<file path="src/rtl/uart_pkg.sv">
`default_nettype none
//============================================================================
// Module      : uart_pkg
// Description : Shared constants for the UART receiver: frame geometry and
//               the receive state encoding used by uart_rx.
// Revision    : 1.0 - initial release
//============================================================================
package uart_pkg;

  // Payload bits per frame (8N1 / 8E1).
  localparam int DATA_BITS = 8;

  // Frame bit index of the parity bit: data occupies frame bits 0..7, so
  // the parity bit (when present) is the next one.
  localparam int PARITY_BIT_POS = DATA_BITS;

  // Receive state encoding.
  localparam int STATE_W = 3;
  localparam logic [STATE_W-1:0] ST_IDLE      = 3'd0;
  localparam logic [STATE_W-1:0] ST_START     = 3'd1;
  localparam logic [STATE_W-1:0] ST_DATA      = 3'd2;
  localparam logic [STATE_W-1:0] ST_PARITY    = 3'd3;
  localparam logic [STATE_W-1:0] ST_STOP      = 3'd4;
  localparam logic [STATE_W-1:0] ST_WAIT_IDLE = 3'd5;

  // Even-parity bit for a payload: the value that makes the total count of
  // ones (payload + parity bit) even.
  function automatic logic even_parity(input logic [DATA_BITS-1:0] d);
    return ^d;
  endfunction

endpackage
`default_nettype wire

</file>
<file path="src/rtl/uart_rx_sync.sv">
`default_nettype none
//============================================================================
// Module      : uart_rx_sync
// Description : Two-flop synchronizer for the asynchronous serial line.
//               Both flops reset to 1 so the line reads idle after reset.
// Ports       : clk      - system clock
//               reset    - asynchronous active-high reset
//               i_async  - asynchronous input (serial line)
//               o_sync   - synchronized output
// Revision    : 1.0 - initial release
//============================================================================
module uart_rx_sync (
  input  logic clk,
  input  logic reset,
  input  logic i_async,
  output logic o_sync
);

  logic r_meta;
  logic r_sync;

  always_ff @(posedge clk or posedge reset) begin
    if (reset) begin
      r_meta <= 1'b1;
      r_sync <= 1'b1;
    end else begin
      r_meta <= i_async;
      r_sync <= r_meta;
    end
  end

  assign o_sync = r_sync;

endmodule
`default_nettype wire

</file>
<file path="src/rtl/uart_rx.sv">
`default_nettype none
//============================================================================
// Module      : uart_rx
// Description : UART receiver, 8N1 LSB first, mid-bit sampling with a
//               CLKS_PER_BIT oversampling counter. Holds the last byte with
//               a valid/ready handshake, flags framing errors (one-cycle
//               pulse) and overruns (sticky until reset).
// Config      : define UART_RX_PARITY_EN for 8E1 frames; this adds the
//               PARITY state and the parity_err output.
// Ports       : clk        - system clock, rising edge
//               reset      - asynchronous active-high reset
//               rx         - asynchronous serial input, idle high
//               data       - last received byte
//               valid      - data holds an unconsumed byte
//               ready      - consumer accepts data when valid && ready
//               frame_err  - one-cycle pulse, stop bit sampled low
//               overrun    - sticky, byte completed while valid was high
//               busy       - receiver not in IDLE
//               parity_err - (UART_RX_PARITY_EN only) one-cycle pulse on
//                            parity mismatch
// Revision    : 1.0 - initial release
//============================================================================
module uart_rx
  import uart_pkg::*;
#(
  parameter int CLKS_PER_BIT = 1250
) (
  input  logic                 clk,
  input  logic                 reset,
  input  logic                 rx,
  output logic [DATA_BITS-1:0] data,
  output logic                 valid,
  input  logic                 ready,
  output logic                 frame_err,
  output logic                 overrun,
`ifdef UART_RX_PARITY_EN
  output logic                 parity_err,
`endif
  output logic                 busy
);

  localparam int CNT_W = (CLKS_PER_BIT > 1) ? $clog2(CLKS_PER_BIT) : 1;
  localparam int BIT_W = $clog2(DATA_BITS);

  localparam logic [CNT_W-1:0] C_CNT_LAST = CNT_W'(CLKS_PER_BIT - 1);
  localparam logic [CNT_W-1:0] C_CNT_HALF = CNT_W'(CLKS_PER_BIT / 2 - 1);
  localparam logic [BIT_W-1:0] C_BIT_LAST = BIT_W'(DATA_BITS - 1);

  // ------------------------------------------------------------------
  // Synchronizer
  // ------------------------------------------------------------------
  logic w_rx_s;

  uart_rx_sync u_sync (
    .clk     (clk),
    .reset   (reset),
    .i_async (rx),
    .o_sync  (w_rx_s)
  );

  // ------------------------------------------------------------------
  // Declarations
  // ------------------------------------------------------------------
  logic [STATE_W-1:0]   r_state;
  logic [STATE_W-1:0]   w_next_state;
  logic [CNT_W-1:0]     r_cnt;
  logic [BIT_W-1:0]     r_bit_cnt;
  logic [DATA_BITS-1:0] r_shift;
  logic [DATA_BITS-1:0] r_data;
  logic                 r_valid;
  logic                 r_frame_err;
  logic                 r_overrun;

  logic w_cnt_last;
  logic w_cnt_half;
  logic w_state_chg;
  logic w_cnt_clr;
  logic w_shift_en;
  logic w_stop_ok;
  logic w_ferr;
  logic w_load;
  logic w_busy;

`ifdef UART_RX_PARITY_EN
  logic r_par_bad;
  logic r_parity_err;
  logic w_par_sample;
  logic w_perr;
`endif

  assign w_cnt_last = (r_cnt == C_CNT_LAST);
  assign w_cnt_half = (r_cnt == C_CNT_HALF);

  // ------------------------------------------------------------------
  // FSM: state register
  // ------------------------------------------------------------------
  always_ff @(posedge clk or posedge reset) begin
    if (reset) begin
      r_state <= ST_IDLE;
    end else begin
      r_state <= w_next_state;
    end
  end

  // ------------------------------------------------------------------
  // FSM: next-state logic
  // ------------------------------------------------------------------
  // IDLE is only ever entered with rx_s high (reset value 1, a high stop
  // sample, a high false-start sample, or WAIT_IDLE seeing high), so a low
  // rx_s observed in IDLE is always a 1->0 transition.
  always_comb begin
    w_next_state = r_state;
    case (r_state)
      ST_IDLE: begin
        if (!w_rx_s) w_next_state = ST_START;
      end
      ST_START: begin
        if (w_cnt_half) w_next_state = w_rx_s ? ST_IDLE : ST_DATA;
      end
      ST_DATA: begin
        if (w_cnt_last && (r_bit_cnt == C_BIT_LAST)) begin
`ifdef UART_RX_PARITY_EN
          w_next_state = ST_PARITY;
`else
          w_next_state = ST_STOP;
`endif
        end
      end
`ifdef UART_RX_PARITY_EN
      ST_PARITY: begin
        if (w_cnt_last) w_next_state = ST_STOP;
      end
`endif
      ST_STOP: begin
        if (w_cnt_last) w_next_state = w_rx_s ? ST_IDLE : ST_WAIT_IDLE;
      end
      ST_WAIT_IDLE: begin
        if (w_rx_s) w_next_state = ST_IDLE;
      end
      default: w_next_state = ST_IDLE;
    endcase
  end

  // ------------------------------------------------------------------
  // FSM: output / strobe logic
  // ------------------------------------------------------------------
  always_comb begin
    w_busy      = (r_state != ST_IDLE);
    w_state_chg = (w_next_state != r_state);
    // The counter restarts on every state change and at each bit boundary,
    // and is held at zero while waiting on the line level.
    w_cnt_clr   = (r_state == ST_IDLE) || (r_state == ST_WAIT_IDLE) ||
                  w_state_chg || w_cnt_last;
    w_shift_en  = (r_state == ST_DATA) && w_cnt_last;
    w_stop_ok   = (r_state == ST_STOP) && w_cnt_last && w_rx_s;
    w_ferr      = (r_state == ST_STOP) && w_cnt_last && !w_rx_s;
`ifdef UART_RX_PARITY_EN
    w_par_sample = (r_state == ST_PARITY) && w_cnt_last;
    w_load       = w_stop_ok && !r_par_bad;
    w_perr       = w_stop_ok && r_par_bad;
`else
    w_load       = w_stop_ok;
`endif
  end

  // ------------------------------------------------------------------
  // Datapath: bit-period counter, bit counter, shift register
  // ------------------------------------------------------------------
  always_ff @(posedge clk or posedge reset) begin
    if (reset) begin
      r_cnt     <= '0;
      r_bit_cnt <= '0;
      r_shift   <= '0;
    end else begin
      if (w_cnt_clr) begin
        r_cnt <= '0;
      end else begin
        r_cnt <= r_cnt + CNT_W'(1);
      end

      if (r_state != ST_DATA) begin
        r_bit_cnt <= '0;
      end else if (w_shift_en) begin
        r_bit_cnt <= r_bit_cnt + BIT_W'(1);
      end

      // LSB arrives first: shift in at the top so it ends at bit 0.
      if (w_shift_en) begin
        r_shift <= {w_rx_s, r_shift[DATA_BITS-1:1]};
      end
    end
  end

`ifdef UART_RX_PARITY_EN
  // Parity is judged at its own mid-bit but only reported once the stop
  // bit is good, so it lines up with the cycle valid would have risen.
  always_ff @(posedge clk or posedge reset) begin
    if (reset) begin
      r_par_bad    <= 1'b0;
      r_parity_err <= 1'b0;
    end else begin
      if (w_par_sample) begin
        r_par_bad <= (w_rx_s != even_parity(r_shift));
      end
      r_parity_err <= w_perr;
    end
  end

  assign parity_err = r_parity_err;
`endif

  // ------------------------------------------------------------------
  // Output holding register and handshake
  // ------------------------------------------------------------------
  // A byte landing in the same cycle as a handshake keeps valid high with
  // the new byte; landing while valid is unconsumed records an overrun.
  always_ff @(posedge clk or posedge reset) begin
    if (reset) begin
      r_data      <= '0;
      r_valid     <= 1'b0;
      r_frame_err <= 1'b0;
      r_overrun   <= 1'b0;
    end else begin
      r_frame_err <= w_ferr;
      if (w_load) begin
        r_data  <= r_shift;
        r_valid <= 1'b1;
        if (r_valid && !ready) begin
          r_overrun <= 1'b1;
        end
      end else if (r_valid && ready) begin
        r_valid <= 1'b0;
      end
    end
  end

  assign data      = r_data;
  assign valid     = r_valid;
  assign frame_err = r_frame_err;
  assign overrun   = r_overrun;
  assign busy      = w_busy;

endmodule
`default_nettype wire

</file>
<file path="config.mk">
export PLATFORM = sky130hd
export DESIGN_NAME = uart_rx
export DESIGN_NICKNAME = d
export VERILOG_FILES = /design/src/rtl/uart_pkg.sv /design/src/rtl/uart_rx_sync.sv /design/src/rtl/uart_rx.sv
export SDC_FILE = /design/constraint.sdc
export NUM_CORES = 1
export LEC_CHECK = 0
export ABC_AREA = 1
export CORE_MARGIN = 2
export CORE_UTILIZATION = 55
export CTS_BUF_LIST = sky130_fd_sc_hd__clkbuf_4 sky130_fd_sc_hd__clkbuf_8 sky130_fd_sc_hd__clkbuf_16
export DETAILED_ROUTE_END_ITERATION = 10
export PLACE_DENSITY = 0.88
export SLEW_MARGIN = 20
export SYNTH_ARGS = -nofsm -noshare
export SYNTH_HDL_FRONTEND = slang
export SYNTH_SLANG_ARGS = --single-unit
</file>
<file path="constraint.sdc">
create_clock -name clk -period 2.1 [get_ports clk]
set_input_delay 0.315 -clock clk [delete_from_list [all_inputs] [get_ports clk]]
set_output_delay 0.315 -clock clk [all_outputs]
set_load 0.03 [all_outputs]
</file>
==> out/summary.md, run 1 <==
• **Final Critical Period** 1978 ps
• **worst setup skew after layout** 18.77 ps
• **proportion of synthesized chip area in sequential cells** 51.28%
• **die area** 3861 µm²
• **unrepaired setup endpoints after global routing** no
• **final net count** 239
• **H-tree level count** 2
• **first-iteration detailed-routing DRC count** 70
• **layout overhead on the synthesized area** 16.29%
• **count of boundary I/O pins** 16
• **CTS Buffer Depth** 2
• **average wire per standard cell** 11.43 µm
• **area used by multi-input combinational logic** 750.7 µm²
• **fraction of final layout cells with drive strength greater than 1** 12.55%
• **vias in the first global route** 1329
• **register bit total from synthesis** 38
• **leakage power** 1.029 nW
• **clock transition time at the flip-flop clock pins of the worst setup and hold paths** 130 ps
• **vias per inst** 5.000
• **non-filler instance count after layout** 277
• **most frequent standard cell in the layout excluding fill and tap cells** sky130_fd_sc_hd__dfrtp_1
• **Post-Syn Nets** 219
• **Required @ worst endpoint** 1780 ps
• **DP HPWL** 2.268 mm
• **initial antenna violation count** 0
• **global routing usage summed across all routing layers** 18.72%
• **number of hold-slack violations in the final timing report** 0
• **commonest cells after routing, fill and taps aside** 36 x sky130_fd_sc_hd__dfrtp_1, 34 x sky130_fd_sc_hd__inv_1, 34 x sky130_fd_sc_hd__nand2_1
• **startpoint of the worst register-to-register path** r_cnt[1]
• **number of buffers inserted during clock tree synthesis** 5
• **Hold Buf Count CTS** 0
• **FFs w/ async S/R, synth** 100.0%
• **clock net sink count** 38
• **total vias in the final route** 1385
• **Routed WL** 3.167 mm
• **post-synthesis instance area** 1859 µm²
• **total DRC errors in the routed layout** 0
• **area of the core** 3284 µm²
• **initial core utilization** 56.61%
• **kind of critical path** reg -> out
• **Placed Cells incl. Taps** 269
• **sequential cell area** 953.4 µm²
• **critical path startpoint category** flop
• **Register-to-Register Setup Slack** 300 ps
• **post-placement worst setup slack** 197.1 ps
• **distinct cell type count after synthesis** 31
• **maximum number of pins on one net before global-route repair** 39
• **endpoint kind of the worst setup timing path** output pin
• **number of filler cells placed in the layout** 271
• **top fanout value on the critical path** 7
• **count of input and output buffers** 15
• **mean post-synth cell area** 8.854 µm²
• **worst setup slack after layout** 122.5 ps
• **Diodes inserted** 0
• **timing-limited maximum frequency** 505.7 MHz
• **Fin Setup TNS** 0 ps
• **width of the chip** 62.14 µm
• **CP startpoint** r_state[2]
• **relative max-transition margin** 69.46%
• **final slew viol count** 0
• **top flip-flop cell by instance count after synthesis** sky130_fd_sc_hd__dfrtp_1
• **CTS tree** yes
• **Critical Path End** busy
• **Worst Max-Slew Pin Slew** 458.2 ps
• **number of maximum-capacitance violations** 0
• **worst r2r path cells** 13
• **clock latency on the worst-skew pair** 360 ps
• **Final ANT Viol Nets** 0
• **total grt overflow** 0
• **vertical die dimension** 62.14 µm
• **final setup vio count** 0
• **number of cell rows** 21
• **final hold slack** 344.4 ps
• **synthesis warning total** 0
• **clock root buffer** sky130_fd_sc_hd__clkbuf_4
• **total power** 1.389 mW
• **run status** completed
• **Synth Instances** 210
• **routability congestion estimate from global placement** 0.8594
• **path class of the lowest-slack min-delay path** in -> async
• **length of the first detailed-routing pass in iterations** 4
• **Arrival @ worst endpoint** 1660 ps
• **capturing point of the worst reg2reg path** r_cnt[4]
• **wire length of the first global-routing pass** 5.789 mm
• **power per standard cell area** 642.5 nW/µm²
• **number of flops mapped to enable cells by yosys** 0
• **fin crit share** 94.17%
• **worst vdd ir** 0.8763 mV
==> where the power goes <==
part | internal [mW] | total, mW | leakage (nW) | switching, mW
logic | 0.00669 | 0.0221 | 0.464 | 0.0154
registers | 0.735 | 0.737 | 0.509 | 0.00229
clock network | 0.372 | 0.630 | 0.0554 | 0.257
==> metrics by stage <==
stage	instance area (µm²)	util [%]
finish	2162	65.83
global route	2162	65.83
CTS	2160	65.75
detailed placement	2053	62.51
global placement	2053	62.51
floorplan	1859	-
==> how the worst min path moves through the flow <==
stage                       start            end  slack (ps)  cells past startpoint
floorplan                      rx  u_sync.r_meta         320                      0
global route                   rx  u_sync.r_meta         350                      1
finish                      reset        data[4]         340                      3
CTS                            rx  u_sync.r_meta         350                      1
detailed placement  u_sync.r_meta  u_sync.o_sync         350                      0
global placement    u_sync.r_meta  u_sync.o_sync         350                      0
==> cell usage after synthesis (4+ instances only) <==
| library cell | number | share of area, % |
|---|---|---|
| sky130_fd_sc_hd__dfrtp_1 | 36 | 48 |
| sky130_fd_sc_hd__ha_1 | 5 | 3.4 |
| sky130_fd_sc_hd__inv_1 | 34 | 6.9 |
| sky130_fd_sc_hd__nand2_1 | 35 | 7.1 |
| sky130_fd_sc_hd__nand2_2 | 4 | 1.3 |
| sky130_fd_sc_hd__nand3_1 | 10 | 2.7 |
| sky130_fd_sc_hd__nand4_1 | 4 | 1.3 |
| sky130_fd_sc_hd__nor2_1 | 24 | 4.8 |
| sky130_fd_sc_hd__nor3_1 | 5 | 1.3 |
| sky130_fd_sc_hd__o21ai_0 | 12 | 3.2 |
| sky130_fd_sc_hd__o21ai_1 | 8 | 2.2 |
| sky130_fd_sc_hd__xor2_1 | 4 | 1.9 |
==> per-layer routing <==
layer / global-route usage, % / up-vias / share of wire (%)
li1: - / 711 / -
met1: 24.79 / 651 / 48
met2: 30.71 / 16 / 47
met3: 3.261 / 7 / 2.5
met4: 7.778 / 0 / 2.0
met5: 0 / - / 0
==> cell type report <==
cell class / count / area share (%)
Clock buffer: 5 / 1.736
Clock inverter: 3 / 3.183
Timing Repair Buffer: 16 / 7.292
Inverter: 36 / 6.308
Tap cell: 46 / 2.662
Sequential cell: 38 / 44.10
Multi-Input combinational cell: 133 / 34.72
==> critical path, stage by stage, from the launching register on <==
cell and delay, ps:
sky130_fd_sc_hd__dfrtp_1 470, sky130_fd_sc_hd__nor2_1 90, sky130_fd_sc_hd__nand2_1 80, sky130_fd_sc_hd__clkdlybuf4s50_1 660
==> flip-flops by register name, summed over array words and instances, names as in the netlist <==
signal         cells
r_cnt             11
data               8
r_shift            8
r_bit_cnt          3
r_state            3
frame_err          1
overrun            1
u_sync.o_sync      1
u_sync.r_meta      1
valid              1
==> cells by family (layout without fill, tap and decap cells) <==
group           Yosys count  after routing  synth area share (%)
mux                       1              1                0.6056
simple gates             92             92                 24.29
buf+inv                  39             60                 8.479
flops                    38             38                 51.28
fa+ha+maj                 5              5                 3.365
xor+xnor                  6              6                 2.826
compound gates           29             29                 9.153
==> what timing repair did <==
item | in CTS | in global routing
setup buffers | 0 | 0
endpoints found under the setup margin | 0 | 7
hold endpoints to repair | 0 | 0
gates resized for setup | 0 | 1
Note: power is estimated with default switching activity, not from simulation.
==> inputs of run 2 (changes only) <==
Clock period 2.1 ns to 2.37 ns, I/O delays scaled along.
==> out/summary.md, run 2 (synthesis results as in run 1) <==
• **clock root buffer** sky130_fd_sc_hd__clkbuf_4
• **kind of critical path** reg -> out
• **total vias in the final route** 1391
• **H-tree level count** 2
• **startpoint of the worst register-to-register path** r_cnt[1]
• **number of cell rows** 21
• **launch point of the worst hold path** u_sync.r_meta
• **top register by number of flip-flops** r_cnt
• **leakage power** 1.023 nW
• **power per standard cell area** 533.1 nW/µm²
• **timing-limited maximum frequency** 498.7 MHz
• **Final Critical Period** 2005 ps
• **unrepaired setup endpoints after global routing** no
• **commonest cells after routing, fill and taps aside** 36 x sky130_fd_sc_hd__dfrtp_1, 35 x sky130_fd_sc_hd__nand2_1, 34 x sky130_fd_sc_hd__inv_1
• **Largest register FFs** 11
• **endpoint kind of the worst setup timing path** output pin
• **Worst Max-Slew Pin Slew** 455.8 ps
• **number of maximum-capacitance violations** 0
• **routability congestion estimate from global placement** 0.8605
• **clock transition time at the flip-flop clock pins of the worst setup and hold paths** 100 ps
• **area of the core** 3284 µm²
• **Required @ worst endpoint** 2010 ps
• **worst vdd ir** 0.4533 mV
• **Placed Cells incl. Taps** 269
• **capturing point of the worst reg2reg path** r_cnt[3]
• **final slew viol count** 0
• **Diodes inserted** 0
• **Hold EP** u_sync.o_sync
• **Internal Power** 920.4 µW
• **count of input and output buffers** 15
• **CTS Buffer Depth** 2
• **net switching component of the power** 221.5 µW
• **Routed WL** 3.223 mm
• **count of boundary I/O pins** 16
• **number of hold-slack violations in the final timing report** 0
• **total power** 1.142 mW
• **critical path startpoint category** flop
• **final setup vio count** 0
• **vias in the first global route** 1335
• **run status** completed
• **DP HPWL** 2.295 mm
• **Hold Buf Count CTS** 0
• **initial antenna violation count** 0
• **worst r2r path cells** 13
• **top fanout value on the critical path** 7
• **non-filler instance count after layout** 277
• **final net count** 239
• **vertical die dimension** 62.14 µm
• **width of the chip** 62.14 µm
• **# Post-CTS Setup Buffers** 0
• **Switching Share** 19.40%
• **final hold slack** 360.4 ps
• **initial core utilization** 56.61%
• **register share of total power** 57.2%
• **first-iteration detailed-routing DRC count** 66
• **fin crit share** 84.61%
• **relative max-transition margin** 69.61%
• **number of buffers inserted during clock tree synthesis** 5
• **Final ANT Viol Nets** 0
• **total grt overflow** 0
• **maximum number of pins on one net before global-route repair** 39
• **average wire per standard cell** 11.64 µm
• **cell depth of the worst min-delay path** 0
• **combinational cell fraction of total power** 1.7%
• **path class of the lowest-slack min-delay path** reg -> reg
• **clock latency on the worst-skew pair** 350 ps
• **Fin Setup TNS** 0 ps
• **global routing usage summed across all routing layers** 18.89%
• **worst setup skew after layout** 8.628 ps
• **most frequent standard cell in the layout excluding fill and tap cells** sky130_fd_sc_hd__dfrtp_1
• **CTS-repair resized insts** 0
• **vias per inst** 5.022
• **clock network power share** 41.1%
• **clock net sink count** 38
• **fraction of final layout cells with drive strength greater than 1** 12.12%
• **Register-to-Register Setup Slack** 450 ps
• **die area** 3861 µm²
• **length of the first detailed-routing pass in iterations** 4
• **layout overhead on the synthesized area** 15.21%
• **total DRC errors in the routed layout** 0
• **wire length of the first global-routing pass** 5.747 mm
• **Arrival @ worst endpoint** 1650 ps
• **CTS tree** yes
run 2: per-layer routing:
metal / wire (µm) / GRT usage, %
met2: 1580 / 30.57
met5: 0 / 0
met3: 94 / 4.891
met1: 1483 / 23.87
met4: 65 / 8.889
run 2: per-stage QoR:
step                      area [µm²]  worst slack [ps]  util (%)
after global routing            2142             141.2     65.22
after global placement          2053             538.1     62.51
after floorplan                 1859             717.9         -
after detailed placement        2053             432.2     62.51
final                           2142             364.7     65.22
after CTS                       2142             362.5     65.22
run 2: worst max path at each step:
stage                from       end  slack (ps)  depth (start not counted)
2_1_floorplan    r_cnt[1]  r_cnt[5]         720                         14
3_3_place_gp     r_cnt[1]  r_cnt[3]         540                         13
3_5_place_dp     r_cnt[1]  r_cnt[9]         430                         13
4_1_cts        r_state[2]      busy         360                          3
5_1_grt          r_cnt[1]  r_cnt[4]         140                         13
6_report       r_state[2]      busy         360                          3
run 2: cell type report:
class,instances,area [µm²]
Clock buffer,7,58.81
Clock inverter,1,30.03
Fill cell,265,1142
Inverter,36,136.4
Multi-Input combinational cell,133,748.2
Sequential cell,38,953.4
Tap cell,46,57.56
Timing Repair Buffer,16,157.7
run 2: power groups by stage:
stage	clock network (mW)	registers, mW	logic [mW]
final	0.469	0.653	0.0195
after floorplan	0	0.665	0.0111
after global placement	0	0.666	0.0205
after detailed placement	0	0.666	0.0206
after CTS	0.480	0.653	0.0205
after global routing	0.503	0.654	0.0233
run 2: critical path: stages (launching register included):
cell                              delay [ps]
sky130_fd_sc_hd__dfrtp_1                 470
sky130_fd_sc_hd__nor2_1                   90
sky130_fd_sc_hd__nand2_1                  80
sky130_fd_sc_hd__clkdlybuf4s50_1         660
==> inputs of run 3 (changes only) <==
Settings changed: CORE_UTILIZATION 55 to 51, PLACE_DENSITY 0.88 to 0.87.
Clock period 2.37 ns to 1.8 ns, I/O delays scaled along.
==> out/summary.md, run 3 (synthesis results as in run 1) <==
• **top register by number of flip-flops** r_cnt
• **Final ANT Viol Nets** 0
• **length of the first detailed-routing pass in iterations** 4
• **total grt overflow** 0
• **H-tree level count** 2
• **area of the core** 3416 µm²
• **Required @ worst endpoint** 2040 ps
• **cell chain of the critical path** inv_2 > ha_4 > inv_2 > nor2_2 > nand2_2 > nor2_4 > nand2_4 > o21ai_4 > nand3_2 > nand2_2 > inv_2 > nand2_4 > clkbuf_16 > nor2_2
• **Hold Buf Count CTS** 0
• **critical path startpoint category** flop
• **timing-limited maximum frequency** 550.5 MHz
• **top fanout value on the critical path** 5
• **CP delay by family, top** simple AND/OR/NAND/NOR gates
• **total vias in the final route** 1449
• **worst setup slack after layout** -16.41 ps
• **fin crit share** 100.9%
• **power per standard cell area** 595.8 nW/µm²
• **clock net sink count** 38
• **endpoint kind of the worst setup timing path** flop
• **die area** 4145 µm²
• **count of boundary I/O pins** 16
• **average wire per standard cell** 12.69 µm
• **vertical die dimension** 64.38 µm
• **CP startpoint** r_cnt[1]
• **number of filler cells placed in the layout** 251
• **final slew viol count** 0
• **delay contributed by the slowest stage of the critical path** 410 ps
• **vias in the first global route** 1370
• **path class of the lowest-slack min-delay path** in -> async
• **Routed WL** 3.643 mm
• **worst vdd ir** 0.5693 mV
• **worst setup skew after layout** 19.26 ps
• **number of buffers inserted during clock tree synthesis** 5
• **failing checks** setup timing
• **unrepaired setup endpoints after global routing** yes
• **startpoint of the worst register-to-register path** r_cnt[1]
• **width of the chip** 64.38 µm
• **final net count** 249
• **run status** complete, but fails checks
• **Diodes inserted** 0
• **CTS tree** yes
• **vias per inst** 5.049
• **number of maximum-capacitance violations** 0
• **final hold slack** 207.6 ps
• **critical-path cell with the highest stage delay** sky130_fd_sc_hd__dfrtp_1
• **Arrival @ worst endpoint** 2060 ps
• **most frequent standard cell in the layout excluding fill and tap cells** sky130_fd_sc_hd__dfrtp_1
• **layout overhead on the synthesized area** 23.76%
• **initial antenna violation count** 0
• **count of input and output buffers** 15
• **CTS Buffer Depth** 2
• **commonest cells after routing, fill and taps aside** 35 x sky130_fd_sc_hd__dfrtp_1, 32 x sky130_fd_sc_hd__nand2_1, 31 x sky130_fd_sc_hd__inv_1
• **relative max-transition margin** 71.09%
• **number of cell rows** 21
• **total DRC errors in the routed layout** 0
• **Fin Setup TNS** -51.18 ps
• **first-iteration detailed-routing DRC count** 97
• **Largest register FFs** 11
• **global routing usage summed across all routing layers** 18.72%
• **fraction of final layout cells with drive strength greater than 1** 24.07%
• **clock root buffer** sky130_fd_sc_hd__clkbuf_4
• **kind of critical path** reg -> reg
• **non-filler instance count after layout** 287
• **routability congestion estimate from global placement** 0.8506
• **initial core utilization** 54.43%
• **clock transition time at the flip-flop clock pins of the worst setup and hold paths** 110 ps
• **DP HPWL** 2.463 mm
• **leakage power** 1.073 nW
• **post-placement worst setup slack** -12.20 ps
• **final setup vio count** 5
• **Placed Cells incl. Taps** 271
• **number of hold-slack violations in the final timing report** 0
• **clock latency on the worst-skew pair** 360 ps
• **wire length of the first global-routing pass** 5.892 mm
• **Worst Max-Slew Pin Slew** 430.4 ps
• **Buf+Inv Stages, Crit Path** 4
• **Final Critical Period** 1816 ps
• **Crit path top cell by count** sky130_fd_sc_hd__inv_2
• **maximum number of pins on one net before global-route repair** 21
==> run 3: changes by cell type in the layout (fill, tap and decap cells not counted), sizes merged <==
| cell | delta |
|---|---|
| clkinvlp | +1 |
| clkinv | +1 |
| clkdlybuf4s50 | -1 |
| buf | +9 |
| bufinv | -1 |
| clkbuf | +1 |
==> run 3: power by group <==
part           internal [mW]  switching [mW]  leakage [nW]
combinational         0.0120          0.0198         0.531
clock                  0.188           0.291        0.0343
sequential             0.858         0.00277         0.508
total                   1.06           0.314          1.07
==> run 3: metal layers <==
metal  track usage, %  vias up  share of wire, %
met3            4.930        8               3.2
li1                 -      726                 -
met2            29.95       30                48
met4            8.777        0               2.5
met5                0        -                 0
met1            23.67      685                47
==> run 3: layout make-up <==
type	instances	area, µm²	area share [%]
Clock inverter	2	12.51	0.5438
Timing Repair Buffer	26	270.3	11.75
Sequential cell	38	954.7	41.49
Tap cell	46	57.56	2.501
Clock buffer	6	51.30	2.229
Inverter	36	136.4	5.927
Multi-Input combinational cell	133	818.3	35.56
==> run 3: final timing paths <==
kind                                 end  slack [ps]  cells after the start
max                             r_cnt[6]         -20                     14
min                             r_cnt[8]         210                      2
max reg2reg                     r_cnt[6]         -20                     14
min reg2reg                u_sync.o_sync         360                      0
max in group asynchronous  u_sync.o_sync        1060                      3
min in group clk           u_sync.r_meta         320                      1
==> run 3: repair_timing <==
| action | CTS | global route |
|---|---|---|
| pin swaps | 1 | 4 |
| endpoints found under the setup margin | 12 | 30 |
| gates resized for setup | 3 | 23 |
| cloned | 0 | 1 |
| buffers inserted | 2 | 5 |
==> run 3: metrics by stage <==
stage	util, %	instance area [µm²]	total power, mW
final	67.36	2301	1.371
after global routing	67.36	2301	1.440
after CTS	63.63	2173	1.386
after detailed placement	61.28	2093	0.9095
after global placement	61.28	2093	0.9090
after floorplan	-	1859	0.8905
==> edit 1: new RTL, flow settings as in run 2 <==
Set the package constant `DATA_BITS` to 16 (it was 8).
--- a/src/rtl/uart_pkg.sv
+++ b/src/rtl/uart_pkg.sv
@@ -8,7 +8,7 @@
 package uart_pkg;
 
   // Payload bits per frame (8N1 / 8E1).
-  localparam int DATA_BITS = 8;
+  localparam int DATA_BITS = 16;
 
   // Frame bit index of the parity bit: data occupies frame bits 0..7, so
   // the parity bit (when present) is the next one.
Interface: changed (resized data); port bits go from 16 to 24. No check against the original RTL was run, so the function may have changed too.
==> edit 1 against run 2 <==
  * Critical path depth unchanged
  * Sequential share of layout area up 0.25 points
  * Worst hold slack worse by 0.081 ns
  * Synthesized cell count up 35%
  * Non-clock buffer count up 9
  * Die area up 43%
  * Wire length up 45%
  * Power up 41%
  * Setup slack better by 0.048 ns
  * Area after synthesis up 46%
  * Design area up 44%
  * Sequential cell count up 17
  * Critical path type unchanged
  * Highest routed layer unchanged
==> edit 1: results (changes against run 2) <==
hpwl dp 3370 µm (+47%); Hold Path Class in -> async; post-synthesis mux area share 0% (-0.61 points); adder-cell area share of the yosys netlist 1.85% (-1.5 points); Synth top cells by count dfrtp_1 (53), nand2_1 (47), inv_1 (39), o21ai_1 (18); xor-xnor portion of the synthesized cell area 3.23% (+0.40 points); Worst Skew 0.0140 ns (+0.00533 ns); vias in the first global route 1,800 (+35%); post-synthesis sequential area ratio 50.9% (-0.42 points); Place WS 0.415 ns (-0.0173 ns); largest net degree at the start of global routing 35 (-10%); IO buf count 23 (+8); outcome finished clean; Max stage delay on crit path 0.68 ns (+0.02 ns); Nets 315 (+32%); Root Buffer clkbuf_8; Worst IR Drop VDD 0.321 mV (-29%); Synth Flop Type dfrtp_1; Tot GR Track Use 19.5% (+0.57 points); Iter 0 DRT Violations 169 (+160%); synth unique cells 29 (-6.5%); vias 1,859 (+34%); DRT Wirelength 4690 µm (+45%); Worst Path Arrival 1.60 ns (-0.05 ns); Synth Area in Compound Gates 9.41% (+0.26 points); worst-margin pin slew 0.579 ns (+0.123 ns); leakage power figure 1.37 nW (+34%); fraction of layout cells with a size suffix above 1 24.0% (+12 points); critical path peak fanout 5 (-2); clk buf depth 2 (unchanged); clk_lat worst skew 0.32 ns (-0.03 ns); Mapped Nets 292 (+33%)
==> edit 1: cell count changes after synthesis, sizes merged, moves of 6 or more <==
cell	run 2	this run
o21ai	21	35
dfrtp	36	53
nor3	5	17
nor2	29	21
buf	3	9
nand3	12	18
nand2	40	65
inv	35	44
==> edit 1: routing by layer <==
metal | wire (µm) | GRT usage, %
met1 | 2180 | 26.0
met2 | 2300 | 31.5
met3 | 177 | 4.47
met4 | 28 | 6.75
met5 | 0 | 0
==> edit 1: worst paths after layout <==
| kind | startpoint | end | slack [ns] |
|---|---|---|---|
| setup / recovery | r_state[1]$_DFF_PP0_ | busy | 0.41 |
| min in group clk | u_sync.r_meta$_DFF_PP1_ | u_sync.o_sync$_DFF_PP1_ | 0.36 |
| hold / removal | reset | r_shift[7]$_DFFE_PP0P_ | 0.28 |
| max in group asynchronous | reset | u_sync.o_sync$_DFF_PP1_ | 1.47 |
| hold reg to reg | u_sync.r_meta$_DFF_PP1_ | u_sync.o_sync$_DFF_PP1_ | 0.36 |
| setup reg to reg | r_cnt[1]$_DFF_PP0_ | data[12]$_DFFE_PP0P_ | 0.43 |
==> edit 1: area by class of cell <==
| cell class | instances | area (µm²) |
|---|---|---|
| sequential | 55 | 1380 |
| clock inverter | 3 | 46.3 |
| fill | 389 | 1640 |
| clock buffer | 5 | 68.8 |
| timing repair buffer | 25 | 245 |
| inverter | 44 | 170 |
| multi-input combinational | 176 | 1090 |
| tap | 67 | 83.8 |
==> edit 1: cell families (layout without fill, tap and decap cells) <==
logic type / count (synthesis) / after routing
buffers and inverters: 53 / 77
and+or+nand+nor: 125 / 125
DFF: 55 / 55
AOI/OAI and AO/OA: 37 / 37
xor gates and xnor gates: 10 / 10
adders and majority gates: 4 / 4
==> edit 1: per-stage QoR <==
stage          instance area (µm²)  std cells
5_1_grt                       3080        375
3_5_place_dp                  2970        367
2_1_floorplan                 2710        284
6_report                      3080        375
4_1_cts                       3080        375
3_3_place_gp                  2970        367
==> edit 1: power groups by stage <==
| stage | Clock (mW) | Combinational, mW | Sequential (mW) |
|---|---|---|---|
| global route | 0.691 | 0.0321 | 0.943 |
| CTS | 0.653 | 0.0286 | 0.943 |
| global placement | 0 | 0.0276 | 0.961 |
| floorplan | 0 | 0.0151 | 0.961 |
| finish | 0.636 | 0.0271 | 0.943 |
| detailed placement | 0 | 0.0285 | 0.961 |
==> edit 2: new RTL, settings of run 2 <==
Made on the original files. Put one more register stage on the output `frame_err`, cleared by the reset. The value now appears one clock later. The other outputs are not delayed to match. Comments in the files are not updated.
--- a/src/rtl/uart_rx.sv
+++ b/src/rtl/uart_rx.sv
@@ -236,7 +236,13 @@
 
   assign data      = r_data;
   assign valid     = r_valid;
-  assign frame_err = r_frame_err;
+  always_ff @(posedge clk or posedge reset) begin
+    if (reset) begin
+      frame_err <= '0;
+    end else begin
+      frame_err <= r_frame_err;
+    end
+  end
   assign overrun   = r_overrun;
   assign busy      = w_busy;
 
Formal check against the unedited RTL: same outputs for any inputs over 10 cycles, from zero or initial values and one cycle with reset high; that may be too few to reach the edited logic, so the function may still have changed.
==> edit 2 against run 2 <==
  * Sequential cell count grew 1
  * Highest routed layer unchanged
  * Critical path depth is the same
  * Area after synthesis grew 1.3%
  * Design area grew 0.82%
  * Setup slack lost 0.043 ns
  * Power grew 0.28%
  * Utilization is essentially flat
  * Wire length grew 3.3%
  * Maximum frequency shrank 2.1%
  * Largest cell class unchanged
==> edit 2: results (changes against run 2) <==
Mapped Nets 220 (+0.46%); top cells by area, synth dfrtp_1 (49%), nand2_1 (7.0%), inv_1 (6.8%); largest net degree at the start of global routing 40 (+2.6%); post-synthesis sequential area ratio 51.9% (+0.65 points); synth unique cells 31 (unchanged); DRT Wirelength 3330 µm (+3.3%); adder-cell area share of the yosys netlist 3.32% (-0.045 points); Synth top cells by count dfrtp_1 (37), nand2_1 (35), inv_1 (34), nor2_1 (24), o21ai_0 (12); Max stage delay on crit path 0.67 ns; Root Buffer clkbuf_4; antenna cells 0 (unchanged); hpwl dp 2440 µm (+6.3%); TritonCTS buffer count 5 (unchanged); Pwr Density 530 nW/µm² (-0.53%); max reg flops 11 (unchanged); vias in the first global route 1,434 (+7.4%); IO buf count 15 (unchanged); Hold Path Class reg -> reg; clk_lat worst skew 0.37 ns (+0.02 ns); fraction of layout cells with a size suffix above 1 12.1% (-0.052 points); Largest Register r_cnt; Rel. slew slack 68.4% (-1.2 points); first drt pass iteration count 4 (unchanged); syn avg cell area 8.93 µm² (+0.87%); Worst IR Drop VDD 0.527 mV (+16%); Async S/R FF share, synth 100% (unchanged); Tot GR Track Use 19.6% (+0.76 points); Post-CTS Setup Repair Bufs 0 (unchanged); Critical-path top delay cell clkdlybuf4s50_1; Clk power 454 µW (-3%); Nets 240 (+0.42%); Place WS 0.405 ns (-0.0271 ns); leakage power figure 1.03 nW (+1.0%); Comb. pwr 20.2 µW (+4%); CP top delay family buffers and inverters; Synth Area in Compound Gates 9.03% (-0.12 points); # setup viols final 0 (unchanged); Worst Skew 0.0178 ns (+0.00919 ns); grt ovf 0 (unchanged); Vias per Instance 5.17 (+2.9%); Hold Startpoint u_sync.r_meta$_DFF_PP1_; xor-xnor portion of the synthesized cell area 2.79% (-0.038 points); first-pass GRT wire length 6020 µm (+4.8%); critical path peak fanout 7 (unchanged); post-synthesis mux area share 0.598% (-0.0080 points); initial antenna violation count 0 (unchanged); yosys synthesis warning count 0 (unchanged); Placed Area 2080 µm² (+1.2%); reg2reg start r_cnt[1]$_DFF_PP0_; Hold Vio Cnt, Final 0 (unchanged); Iter 0 DRT Violations 91 (+38%); # placed instances 270 (+0.37%); H-tree depth 2 (unchanged); Finished Layout Cells 278 (+0.36%); gpl congestion 0.929 (+8.0%); Sw Share 21.7% (+2.3 points); outcome finished clean; # fillers 284 (+7.2%); clk slew on worst S/H paths 0.12 ns (+0.02 ns)
## edit 2: cell types whose count changed after synthesis, sizes merged
cell and delta:
dfrtp +1
## edit 2: final cells by class
cell class	count	area [µm²]	share of cell area (%)
Tap cell	46	57.6	2.67
Multi-Input combinational cell	133	748	34.6
Inverter	36	136	6.32
Clock buffer	5	37.5	1.74
Clock inverter	3	43.8	2.03
Sequential cell	39	978	45.3
Timing Repair Buffer	16	158	7.30
## edit 2: path summary, 6_finish.rpt
kind	to	slack (ns)	cells past startpoint
setup / recovery	busy	0.32	3
hold / removal	u_sync.o_sync$_DFF_PP1_	0.36	0
setup reg to reg	r_cnt[2]$_DFF_PP0_	0.38	13
hold reg to reg	u_sync.o_sync$_DFF_PP1_	0.36	0
max in group asynchronous	u_sync.o_sync$_DFF_PP1_	1.63	3
min in group asynchronous	r_bit_cnt[2]$_DFFE_PP0P_	0.38	3
## edit 2: metal layers
layer  wire [µm]  GRT usage [%]
met5           0              0
met4          51           9.17
met3         126           5.59
met2        1640           32.9
met1        1510           23.4
